[src/rtl/pcm_to_i2s.sv]
// pcm_to_i2s: serialises 8-bit stereo PCM pairs into an I2S-style ws/sd stream.
// One bit per clk, MSB first, one-bit delay after each ws edge, zero padded.
// A single holding register decouples the producer from the frame cadence.
module pcm_to_i2s #(
  parameter int NUMBER_OF_BITS = 8,
  parameter int SLOT_CYCLES    = 32
) (
  input  logic                      clk,
  input  logic                      reset,
  input  logic [NUMBER_OF_BITS-1:0] pcm_left,
  input  logic [NUMBER_OF_BITS-1:0] pcm_right,
  input  logic                      pcm_valid,
  output logic                      pcm_ready,
  output logic                      ws,
  output logic                      sd,
  output logic                      frame_start,
  output logic                      underrun
);

  localparam int CNT_W = (SLOT_CYCLES > 1) ? $clog2(SLOT_CYCLES) : 1;
  localparam logic [CNT_W-1:0] LAST_CYC = CNT_W'(SLOT_CYCLES - 1);
  localparam logic [CNT_W-1:0] MSB_CYC  = CNT_W'(1);
  localparam logic [CNT_W-1:0] LSB_CYC  = CNT_W'(NUMBER_OF_BITS);

  logic [CNT_W-1:0]          cnt;
  logic [CNT_W-1:0]          cnt_nxt;
  logic                      ws_nxt;
  logic                      slot_end;
  logic                      load;
  logic                      accept;
  logic                      sd_nxt;
  logic [NUMBER_OF_BITS-1:0] hold_l;
  logic [NUMBER_OF_BITS-1:0] hold_r;
  logic [NUMBER_OF_BITS-1:0] tx_l;
  logic [NUMBER_OF_BITS-1:0] tx_r;
  logic [NUMBER_OF_BITS-1:0] slot_sample;

  // Bit of the sample that belongs on sd in slot cycle k (k=1 carries the MSB).
  function automatic logic slot_bit(input logic [NUMBER_OF_BITS-1:0] sample,
                                    input logic [CNT_W-1:0]          k);
    logic [NUMBER_OF_BITS-1:0] shifted;
    shifted = sample >> (LSB_CYC - k);
    return shifted[0];
  endfunction

  // Next slot position, load-point detection and the serial bit for the next cycle.
  always_comb begin
    slot_end    = (cnt == LAST_CYC);
    cnt_nxt     = slot_end ? '0 : cnt + 1'b1;
    ws_nxt      = ws ^ slot_end;
    load        = slot_end && ws;
    accept      = pcm_valid && pcm_ready;
    slot_sample = ws_nxt ? tx_r : tx_l;
    sd_nxt      = 1'b0;
    if (cnt_nxt >= MSB_CYC && cnt_nxt <= LSB_CYC) begin
      sd_nxt = slot_bit(slot_sample, cnt_nxt);
    end
  end

  // Slot counter, word select, serial data and frame pulses.
  always_ff @(posedge clk or posedge reset) begin
    if (reset) begin
      cnt         <= '0;
      ws          <= 1'b0;
      sd          <= 1'b0;
      frame_start <= 1'b0;
      underrun    <= 1'b0;
    end else begin
      cnt         <= cnt_nxt;
      ws          <= ws_nxt;
      sd          <= sd_nxt;
      frame_start <= load;
      underrun    <= load && pcm_ready;
    end
  end

  // Holding-register occupancy; an accept on the load edge is kept for the next frame.
  always_ff @(posedge clk or posedge reset) begin
    if (reset) begin
      pcm_ready <= 1'b1;
    end else if (accept) begin
      pcm_ready <= 1'b0;
    end else if (load) begin
      pcm_ready <= 1'b1;
    end
  end

  // Holding-register data, captured only at the accept edge.
  always_ff @(posedge clk) begin
    if (accept) begin
      hold_l <= pcm_left;
      hold_r <= pcm_right;
    end
  end

  // Transmit registers: held pair at the load point, or silence if nothing is held.
  always_ff @(posedge clk or posedge reset) begin
    if (reset) begin
      tx_l <= '0;
      tx_r <= '0;
    end else if (load) begin
      tx_l <= pcm_ready ? '0 : hold_l;
      tx_r <= pcm_ready ? '0 : hold_r;
    end
  end

endmodule

[config.mk]
export PLATFORM = sky130hd
export DESIGN_NAME = pcm_to_i2s
export DESIGN_NICKNAME = d
export VERILOG_FILES = /design/src/rtl/pcm_to_i2s.sv
export SDC_FILE = /design/constraint.sdc
export NUM_CORES = 1
export LEC_CHECK = 0
export CAP_MARGIN = 10
export CORE_ASPECT_RATIO = 1.2
export CORE_MARGIN = 5
export CORE_UTILIZATION = 53
export CTS_BUF_LIST = sky130_fd_sc_hd__clkbuf_16
export DETAILED_ROUTE_END_ITERATION = 8
export MAX_ROUTING_LAYER = met4
export PLACE_DENSITY = 0.78
export SLEW_MARGIN = 20
export SYNTH_ARGS = -nofsm -noshare
export SYNTH_HDL_FRONTEND = slang
export SYNTH_SLANG_ARGS = --single-unit
[constraint.sdc]
create_clock -name clk -period 2.63 [get_ports clk]
set_input_delay 0.263 -clock clk [delete_from_list [all_inputs] [get_ports clk]]
set_output_delay 0.263 -clock clk [all_outputs]
set_load 0.01 [all_outputs]
==> reports/metrics.cfg <==
[run_status]
status = completed

[sta]
finalSetupViolCount = 0
hold_viol = 0
fin_skew_ns = 0.00227
final.min_clock_period_ns = 2.44
tns_ns = 0
worst_slew_pin_slew_ns = 0.926
max_freq_mhz = 410
finalMaxSlewViolations = 0
slew_headroom_pct = 38.2
period_share_pct = 92.6
grt_setup_unrepaired = false
layout_setup_ws_ns = 0.194

[global_route]
antenna_found_initial = 0
grt_pass1_wl_um = 5160
grt-ovfl-total = 0
grt_pass1_vias = 1144
gr-usage-all-layers_pct = 17.0
grt_max_degree = 27

[cts]
cts_hold_buf = 0
cts_setup_buffers = 0
path_clk_slew_ns = 0.06
htree_num_levels = 2
clkLatencyLatePin_ns = 0.28
clock-root-buffer = clkbuf_16
cts.sinks = 42
cts_tree = built
post_cts_resize_count = 0
clockBufferDepth = 2
cts_buffers = 5

[min_path]
hold_path.class = reg -> reg

[synthesis]
synth-seq-area-share_pct = 66.9
avgSynthCellArea_um2 = 13.1
yosys.area.top_type = dfrtp_1
synthTopCellsByArea = dfrtp_1 (37%), edfxtp_1 (28%), mux4_1 (6.2%)
syn-cell-area_um2 = 1690
synth_cell_types = 25
synthCells = 129
synth_nets = 153
ys_seq_elements = 42
synth_top_area_share_pct = 37.0
yosysWarningCount = 0

[layout]
final_area_um2 = 2120
drive_gt1_share_pct = 9.49
syn_to_final_growth_pct = 25.5
diodes = 0
layout.nets = 181
post-route-util_pct = 68.9

[place]
place_ws_ns = 0.111
place_area_um2 = 1960
port_buffers = 23
place_congestion = 0.869
hpwlAfterDp_um = 2030

[job]
drv_cap = 0

[routing]
drcViolationCount = 0
routed_wirelength_um = 2920
wire_per_inst_um = 15.1
drtIter0Drc = 45
dr.pass1.iters = 4
viasPerCell = 5.35
vias = 1037
ant_nets = 0

[setup_path]
cpPeakStageDelay_ns = 0.57
crit_path_end_kind = flip-flop
critPathKind = reg -> reg
crit_required_ns = 2.80
cp.arrival_ns = 2.60
path_delay_family = multiplexers
slowest_stage = mux4_1
worst_setup_path_start_kind = flip-flop
path_buf_inv = 0
crit_path_max_fanout = 7
crit_top_cell = ha_1
worstPathCellList = ha_1 > and3_1 > ha_1 > nor2_4 > mux4_1 > mux2i_1 > or4_1 > o31ai_1

[pwr]
power.density_nw_per_um2 = 628
leakagePower_uw = 0.000884
ir_drop_v = 0.000530

[floorplan]
ios = 24
dieArea_um2 = 4430
core.rowCount = 22
core-area_um2 = 3080
fp.dieH_um = 71.9
die_x_um = 61.6
start_util_pct = 54.9

[state kept, by name, summed over array words and instances, names as in the netlist]
register,count
ws,1
pcm_ready,1
cnt,5
sd,1
frame_start,1
hold_r,8
underrun,1
tx_l,8
hold_l,8
tx_r,8
[cell usage in the layout, fill, tap and decap left out]
master,n
clkinv_1,1
mux4_1,4
mux2i_1,2
or4_1,1
buf_4,1
clkdlybuf4s50_1,23
dfrtp_1,25
xnor2_1,2
dfstp_2,1
ha_4,1
inv_1,20
and3_1,1
a31oi_1,1
mux2_2,2
clkinvlp_4,1
or2_1,1
and2_1,2
edfxtp_1,16
o31ai_1,1
and2b_4,1
nand2_1,16
nor2_4,1
o22ai_1,2
nor2b_2,1
ha_1,4
nand3_1,1
o21ai_0,15
inv_6,1
nor2_1,4
clkbuf_16,5
nor3_1,1
[layer usage]
metal	wire length (um)	GRT usage, %	vias to the layer above
met1	1090	18.2	512
met5	0	-	-
met4	59	8.02	0
li1	-	-	493
met3	142	4.98	6
met2	1630	28.1	26
[path summary, 6_finish.rpt]
| kind | from | end | slack, ns | depth (start not counted) |
|---|---|---|---|---|
| worst min register to register | hold_l[1]$_DFFE_PP_ | tx_l[1]$_DFFE_PP0P_ | 0.46 | 2 |
| worst max register to register | cnt[0]$_DFF_PP0_ | sd$_DFF_PP0_ | 0.19 | 8 |
| worst max-delay path | cnt[0]$_DFF_PP0_ | sd$_DFF_PP0_ | 0.19 | 8 |
| min in group asynchronous | reset | tx_r[0]$_DFFE_PP0P_ | 0.49 | 2 |
| max in group asynchronous | reset | underrun$_DFF_PP0_ | 1.57 | 2 |
| worst min-delay path | hold_l[1]$_DFFE_PP_ | tx_l[1]$_DFFE_PP0P_ | 0.46 | 2 |
[power by group]
part           internal, uW  switching (uW)  total [uW]
logic                  26.4            16.9        43.4
clock network           351             243         594
registers               694            4.56         698
[worst register-to-register path: stages (launching register included)]
cell and delay, ns:
dfrtp_1 0.45, ha_1 0.25, and3_1 0.19, ha_1 0.29, nor2_4 0.24, mux4_1 0.57
mux2i_1 0.14, or4_1 0.13, o31ai_1 0.06
[synthesized netlist by cell type]
master,n
and3_1,1
nor2_1,4
o22ai_1,2
nor3_1,1
ha_1,5
mux4_1,4
or2_1,1
dfrtp_1,25
clkbuf_1,3
inv_1,20
o31ai_1,1
mux2_2,2
dfstp_2,1
nand3_1,1
a31oi_1,1
nor2b_1,1
or4_1,1
mux2i_1,2
nand2_1,16
nor2_4,1
edfxtp_1,16
and2b_4,1
and2_1,2
xnor2_1,2
o21ai_0,15
[cells by family after synthesis]
logic type / share of synthesized area (%)
flip-flops: 66.9
AND/OR/NAND/NOR: 8.57
buffers and inverters: 5.10
AO/OA/AOI/OAI: 5.99
multiplexers: 8.72
adder cells (fa/ha/maj): 3.70
XOR/XNOR: 1.03
[final cells by class]
type	instances	area, um^2
inverters	20	75.1
fillers	213	958
multi-input cells	64	489
clock inverters	3	20.0
clock buffers	5	125
well taps	36	45.0
flip-flops and latches	42	1130
repair buffers	24	238
[per-stage QoR]
step / power (uW) / hold WS [ns] / cells
after CTS: 1350 / 0.458 / 194
final: 1340 / 0.456 / 194
after global placement: 753 / 0.434 / 186
after floorplan: 721 / 0.302 / 129
after global routing: 1380 / 0.490 / 194
after detailed placement: 755 / 0.442 / 186
(Power assumes the default switching activity.)
